[config.mk]
export PLATFORM = sky130hd
export DESIGN_NAME = bitwise_slice_unit
export DESIGN_NICKNAME = d
export VERILOG_FILES = /design/src/rtl/bitwise_slice_unit.sv
export SDC_FILE = /design/constraint.sdc
export NUM_CORES = 1
export LEC_CHECK = 0
export BUFFER_PORTS_ARGS = -buffer_cell sky130_fd_sc_hd__buf_2
export CAP_MARGIN = 25
export CORE_ASPECT_RATIO = 2
export CORE_UTILIZATION = 50
export DETAILED_ROUTE_END_ITERATION = 10
export PLACE_DENSITY_LB_ADDON = 0.3
export SYNTH_ARGS = -nofsm -noshare
export SYNTH_HDL_FRONTEND = slang
export SYNTH_SLANG_ARGS = --single-unit
[constraint.sdc]
create_clock -name clk -period 3.1 [get_ports clk]
set_input_delay 0.31 -clock clk [delete_from_list [all_inputs] [get_ports clk]]
set_output_delay 0.31 -clock clk [all_outputs]
set_load 0.02 [all_outputs]
[src/rtl/bitwise_slice_unit.sv]
// Multi-cycle eight-operation bitwise unit: processes a WIDTH-bit operand pair SLICE bits per cycle.
// Define LOGIC_SLICE_FLAGS_EN to add the registered zr/ng result flags.
module bitwise_slice_unit #(
   parameter int unsigned WIDTH = 16,
   parameter int unsigned SLICE = 4
) (
   input  logic             clk,
   input  logic             reset_n,
   input  logic             in_valid,
   output logic             in_ready,
   input  logic [2:0]       op,
   input  logic [WIDTH-1:0] a,
   input  logic [WIDTH-1:0] b,
   output logic             out_valid,
   input  logic             out_ready,
   output logic [WIDTH-1:0] out_data,
   output logic             busy
`ifdef LOGIC_SLICE_FLAGS_EN
   ,
   output logic             zr,
   output logic             ng
`endif
);

   localparam int unsigned N  = WIDTH / SLICE;
   localparam int unsigned CW = (N > 1) ? $clog2(N) : 1;
   localparam logic [CW-1:0] LastIdx = CW'(N - 1);

   typedef enum logic [1:0] {StIdle, StRun, StDone} state_e;

   state_e           state_q, state_d;
   logic [CW-1:0]    cnt_q, cnt_d;
   logic [WIDTH-1:0] a_q, a_d, b_q, b_d, res_q, res_d;
   logic [2:0]       op_q, op_d;
   logic [SLICE-1:0] slice_a, slice_b, slice_r;

`ifdef LOGIC_SLICE_FLAGS_EN
   logic zr_q, zr_d, ng_q, ng_d;
`endif

   always_comb begin
      slice_a = a_q[cnt_q*SLICE +: SLICE];
      slice_b = b_q[cnt_q*SLICE +: SLICE];
      slice_r = slice_a;
      unique case (op_q)
         3'd0: slice_r = ~slice_a;
         3'd1: slice_r = slice_a & slice_b;
         3'd2: slice_r = slice_a | slice_b;
         3'd3: slice_r = slice_a ^ slice_b;
         3'd4: slice_r = ~(slice_a & slice_b);
         3'd5: slice_r = ~(slice_a | slice_b);
         3'd6: slice_r = ~(slice_a ^ slice_b);
         3'd7: slice_r = slice_a;
      endcase
   end

   always_comb begin
      state_d = state_q;
      cnt_d   = cnt_q;
      a_d     = a_q;
      b_d     = b_q;
      op_d    = op_q;
      res_d   = res_q;
`ifdef LOGIC_SLICE_FLAGS_EN
      zr_d    = zr_q;
      ng_d    = ng_q;
`endif
      unique case (state_q)
         StIdle: begin
            if (in_valid) begin
               a_d     = a;
               b_d     = b;
               op_d    = op;
               cnt_d   = '0;
               res_d   = '0;
               state_d = StRun;
            end
         end
         StRun: begin
            res_d[cnt_q*SLICE +: SLICE] = slice_r;
            if (cnt_q == LastIdx) begin
               state_d = StDone;
`ifdef LOGIC_SLICE_FLAGS_EN
               // Flags follow the fully assembled result, not the previous one
               zr_d    = (res_d == '0);
               ng_d    = res_d[WIDTH-1];
`endif
            end else begin
               cnt_d = cnt_q + 1'b1;
            end
         end
         StDone: begin
            if (out_ready) state_d = StIdle;
         end
         default: state_d = StIdle;
      endcase
   end

   always_ff @(posedge clk) begin
      if (!reset_n) begin
         state_q <= StIdle;
         cnt_q   <= '0;
         a_q     <= '0;
         b_q     <= '0;
         op_q    <= '0;
         res_q   <= '0;
`ifdef LOGIC_SLICE_FLAGS_EN
         zr_q    <= 1'b1;
         ng_q    <= 1'b0;
`endif
      end else begin
         state_q <= state_d;
         cnt_q   <= cnt_d;
         a_q     <= a_d;
         b_q     <= b_d;
         op_q    <= op_d;
         res_q   <= res_d;
`ifdef LOGIC_SLICE_FLAGS_EN
         zr_q    <= zr_d;
         ng_q    <= ng_d;
`endif
      end
   end

   assign in_ready  = (state_q == StIdle);
   assign out_valid = (state_q == StDone);
   assign busy      = (state_q == StRun) || (state_q == StDone);
   assign out_data  = res_q;
`ifdef LOGIC_SLICE_FLAGS_EN
   assign zr        = zr_q;
   assign ng        = ng_q;
`endif

endmodule

* Yosys cells after proc, flatten, opt, wreduce, memory -nomap -nowiden
Index checks and enable logic that the tools add are counted.
** Cells by class
- Reduce and logical (&&, ||, !) cells :: 8
- Bitwise logic cells :: 7
- Equal/unequal tests :: 14
- Multiplexer cells :: 11
- Add/subtract/negate cells :: 2
- Shift operators :: 4
** Operators with widths (number)
- 4-bit negator with 34-bit output :: 1
- 4-bit by 34-bit variable shift with 16-bit output (first input constant) :: 1
- 4-bit by 34-bit indexed part select with 16-bit output :: 1
- 16-bit case mux with 2 select lines :: 1
- 4-bit case mux with 8 select lines :: 1
- 16-bit by 5-bit indexed part select with 4-bit output :: 2
- 16-bit bitwise mux :: 1
- 16-bit 2-to-1 mux :: 1
- 4-bit NOT :: 4
- 3-bit equality test (second input constant) :: 4
- 2-bit 2-to-1 mux :: 5
- 3-bit by 2-bit equality test with 1-bit output (second input constant) :: 2
- 2-bit inequality test (second input constant) :: 3
- 2-bit case mux with 3 select lines :: 1
- 3-bit AND reduction :: 2
- 4-bit AND :: 1
- 2-bit equality test (second input constant) :: 2
- 4-bit bitwise OR :: 1
- 2-bit case mux with 2 select lines :: 1
- 2-bit AND reduction :: 2
- 4-bit bitwise XOR :: 1
- 3-bit by 1-bit equality test with 1-bit output (second input constant) :: 1
- 3-bit zero test :: 1
- 2-bit by 1-bit adder with 2-bit output (second input constant) :: 1
- 5 further kinds :: 5
** Word-level totals
- Register bits after elaboration :: 55
- Input bits :: 39

* Depth between registers and ports, before layout
- Depth in word-level cells :: 7
- Mapped depth :: 10

* Least setup slack after synthesis
No wires, ideal clock.
- Kind :: reg2reg
- Start point :: reg cnt_q[1]
- End point :: reg res_q[0] (netlist: out_data[0])
- Library setup time :: 0.131 ns
- Path slack :: 0.964 ns
- Required time :: 2.969 ns
- Clock period less this slack :: 2.136 ns
- Stages on the path, launching flop included :: 11
- Buffers on the path :: 2
- Arrival time :: 2.005 ns
- Cell sequence :: dfxtp_1 > buf_4 > buf_6 > mux2i_1 > mux2_2 > inv_1 > ha_1 > mux2_2 > o211ai_2 > nor3_1 > o31ai_1
** Between the ends
- Word-level cells in the longest chain between the ends :: 7
** Ends and longest elaborated chain
- from (decl) :: line 32 : logic [CW-1:0] cnt_q, cnt_d;
- from (signal assigned) :: line 113 : cnt_q <= cnt_d;
- 16-bit by 5-bit indexed part select with 4-bit output (on tied branches) :: line 42, 43
- 4-bit bitwise XOR, or another cell as far along :: line 49, 52
- 4-bit NOT (on tied branches) :: line 52, 50, 51
- 4-bit case mux with 8 select lines :: line 45 : unique case (op_q)
- 4-bit by 34-bit indexed part select with 16-bit output :: line 80 : res_d[cnt_q*SLICE +: SLICE] = slice_r;
- 16-bit bitwise mux * :: line 80
- 16-bit case mux with 2 select lines * :: line 68 : unique case (state_q)
- to (signal assigned) :: line 117 : res_q <= res_d;
- to (decl) :: line 33 : logic [WIDTH-1:0] a_q, a_d, b_q, b_d, res_q, res_d;
Every way passes the cells marked *; elsewhere a longest branch is shown, timed or not.
A chain may end at the register's enable or synchronous reset.

* Worst setup path in the final report
- Start point :: reg cnt_q[0]
- End point :: reg res_q[11] (netlist: out_data[11])
The elaborated chain is that of the path after synthesis.

==> flow_summary.ini <==
[status]
outcome = finished clean

[power_and_ir_drop]
clockPowerShare_pct = 18.3
powerDensity_nw_per_um2 = 641
peakVddDrop_mv = 0.372
intPower_uw = 1290
netSwitchingFraction_pct = 38.6
p_switching_uw = 811
pwr-share-seq_pct = 43.4
combPwrFrac_pct = 38.3
p_leak_uw = 0.00133

[sta]
worst_pin_slew_ns = 0.664
min_period_ns = 2.60
finalMaxSlewViolations = 0
max_clock_freq_mhz = 384
fin_tns_setup_ns = 0
hold_viol = 0
skew_ns = 0.00506
rsz0062_at_grt = no
fin_crit_sh_pct = 84.0
slew_headroom_pct = 55.3
setup-violations-final = 0

[logic_synthesis]
synth_most_common_cell = nand2_1
ys_ff_latch = 55
yosys-top-cells-area = dfxtp_1 (38%), nand2_1 (9.6%), a21boi_0 (9.0%), ha_1 (6.5%), o31ai_1 (4.1%)
async_reset_ff_share_pct = 0
yosysTopAreaCellShare_pct = 37.9
synth_edf_count = 0
synth_top_flop_cell = dfxtp_1
synth_nets = 377
syn_inst = 323
avgSynthCellArea_sq_um = 8.99
ys_types = 33
syn_area_sq_um = 2900
yosysSeqAreaShare_pct = 37.9
ys_warn_count = 0
yosys.area.top_type = dfxtp_1
synth_common_cells = nand2_1 (74), dfxtp_1 (55), a21boi_0 (35)

[global_route]
grtUsageMet1_pct = 23.5
grt_pass1_wl_microns = 10700
met3_usage_pct = 3.53
track_usage_pct = 22.3
first_global_vias = 2391
grt_max_degree = 54
gr-max-usage-layer = met2
antenna_found_initial = 0
overflow = 0
use_met2_pct = 41.7

[setup_path]
arrival_ns = 2.82
crit_path_start_kind = flip-flop
path_max_fanout = 12
worstPathRequired_ns = 3.32
cp_slowest_stage_delay_ns = 0.68
path_delay_family = multiplexers
cp-end-kind = flip-flop
cpMaxStageDelayCell = dfxtp_1
path_cells = inv_1, mux2_2, inv_1, ha_1, mux2_2, o211ai_2, o22ai_2, o31ai_1
cp.buffers_inverters = 2
critPathKind = flip-flop to flip-flop

[run]
maxCapViolCount = 0

[min_path]
hp-class = input pin to flip-flop

[routing]
ant_nets = 0
drt_iter0_drc = 57
via_per_inst = 5.72
route.detailed.drc = 0
vias = 2473
wl_microns = 6410
drt_pass1_iterations = 4
wire_per_inst_microns = 14.8

[clock_network]
post-cts-setup-buffers = 0
cts_tree = yes
clkSinkCount = 55
cts_buffer_depth = 2
clkLatencyLatePin_ns = 0.31
clockRootBuffer = clkbuf_8
cts_htree_levels = 2
cts_hold_buf = 0
clkTransAtPathRegs_ns = 0.09
cts_buffers = 5
post_cts_resized = 0

[final_layout]
drive_gt1_share_pct = 24.2
area_growth_pct = 12.8
final_area_sq_um = 3280
nets = 425
diodes = 0

[place]
place_hpwl_microns = 4950
gp_congestion = 0.882
dpl_cell_area_sq_um = 3190
portBuffers = 57

[floorplanning]
num_io_pins = 58
fp.dieH_microns = 110
start_util_pct = 52.7
die_x_microns = 55.9
core_region_area_sq_um = 5520
rows = 38
die-area_sq_um = 6140
## power groups by stage
stage          clock network (uW)  logic (uW)  registers (uW)
6_report                      384         804             911
5_1_grt                       424         904             928
4_1_cts                       396         810             911
3_5_place_dp                    0         807             928
3_3_place_gp                    0         788             924
2_1_floorplan                   0         652             883
## flip-flops by register name, summed over array words and instances, names as in the netlist
name      cells
op_q          3
a_q          16
b_q          16
cnt_q         2
state_q       2
out_data     16
## kinds of logic after synthesis
kind of cell	after synthesis	synth area share, %
fa+ha+maj	15	6.46
mux	23	10.0
simple gates	121	19.9
compound gates	74	20.2
flops	55	37.9
buf+inv	35	5.51
## stage by stage
stage / power, uW / worst slack, ns / cells / hold WS, ns / util (%)
5_1_grt: 2260 / 0.229 / 432 / 0.239 / 59.4
3_5_place_dp: 1730 / 0.522 / 424 / 0.457 / 57.8
3_3_place_gp: 1710 / 0.590 / 424 / 0.449 / 57.8
4_1_cts: 2120 / 0.486 / 432 / 0.230 / 59.4
6_report: 2100 / 0.496 / 432 / 0.240 / 59.4
2_1_floorplan: 1530 / 0.964 / 323 / 0.440 / -
## per-layer routing
metal	vias up	part of all wire (%)
li1	1232	-
met1	1145	38
met2	73	54
met3	23	3.3
met4	0	4.4
met5	-	0
## cell usage in the layout (no fill, tap or decap), types with 2 or more instances in the layout
cell type	instances
o22ai_1	4
ha_1	15
dfxtp_1	55
nand4bb_1	4
nor3_1	4
o31ai_1	16
mux2i_1	10
or3_1	5
o22ai_2	4
and2_1	2
mux4_2	4
nand2_1	74
o211ai_2	4
buf_4	4
nor2b_1	7
mux2_2	9
nand4_1	2
inv_1	15
nand3_1	17
buf_2	57
nand4b_1	2
clkbuf_8	5
o21ai_0	4
a22o_1	4
a21boi_0	35
## worst min-delay path, cell delays in order
cell and delay, ns:
buf_2 0.09, nand2_1 0.04, a21boi_0 0.06
## layout make-up
| cell class | instances | area [sq um] |
|---|---|---|
| Clock inverter | 2 | 12.5 |
| Inverter | 15 | 56.3 |
| Timing Repair Buffer | 61 | 315 |
| Tap cell | 60 | 75.1 |
| Multi-Input combinational cell | 233 | 1640 |
| Clock buffer | 6 | 72.6 |
| Sequential cell | 55 | 1100 |
| Fill cell | 519 | 2240 |
## path summary, 6_finish.rpt
| path | startpoint | endpoint | slack, ns | depth (start not counted) |
|---|---|---|---|---|
| hold / removal | a[1] | a_q[1]$_SDFFE_PN0P_ | 0.24 | 3 |
| hold reg to reg | b_q[15]$_SDFFE_PN0P_ | b_q[15]$_SDFFE_PN0P_ | 0.47 | 2 |
| setup reg to reg | cnt_q[0]$_SDFFE_PN0P_ | out_data[11]$_SDFFE_PN0P_ | 0.50 | 8 |
| setup / recovery | cnt_q[0]$_SDFFE_PN0P_ | out_data[11]$_SDFFE_PN0P_ | 0.50 | 8 |
Power figures use the tool's default switching activity.
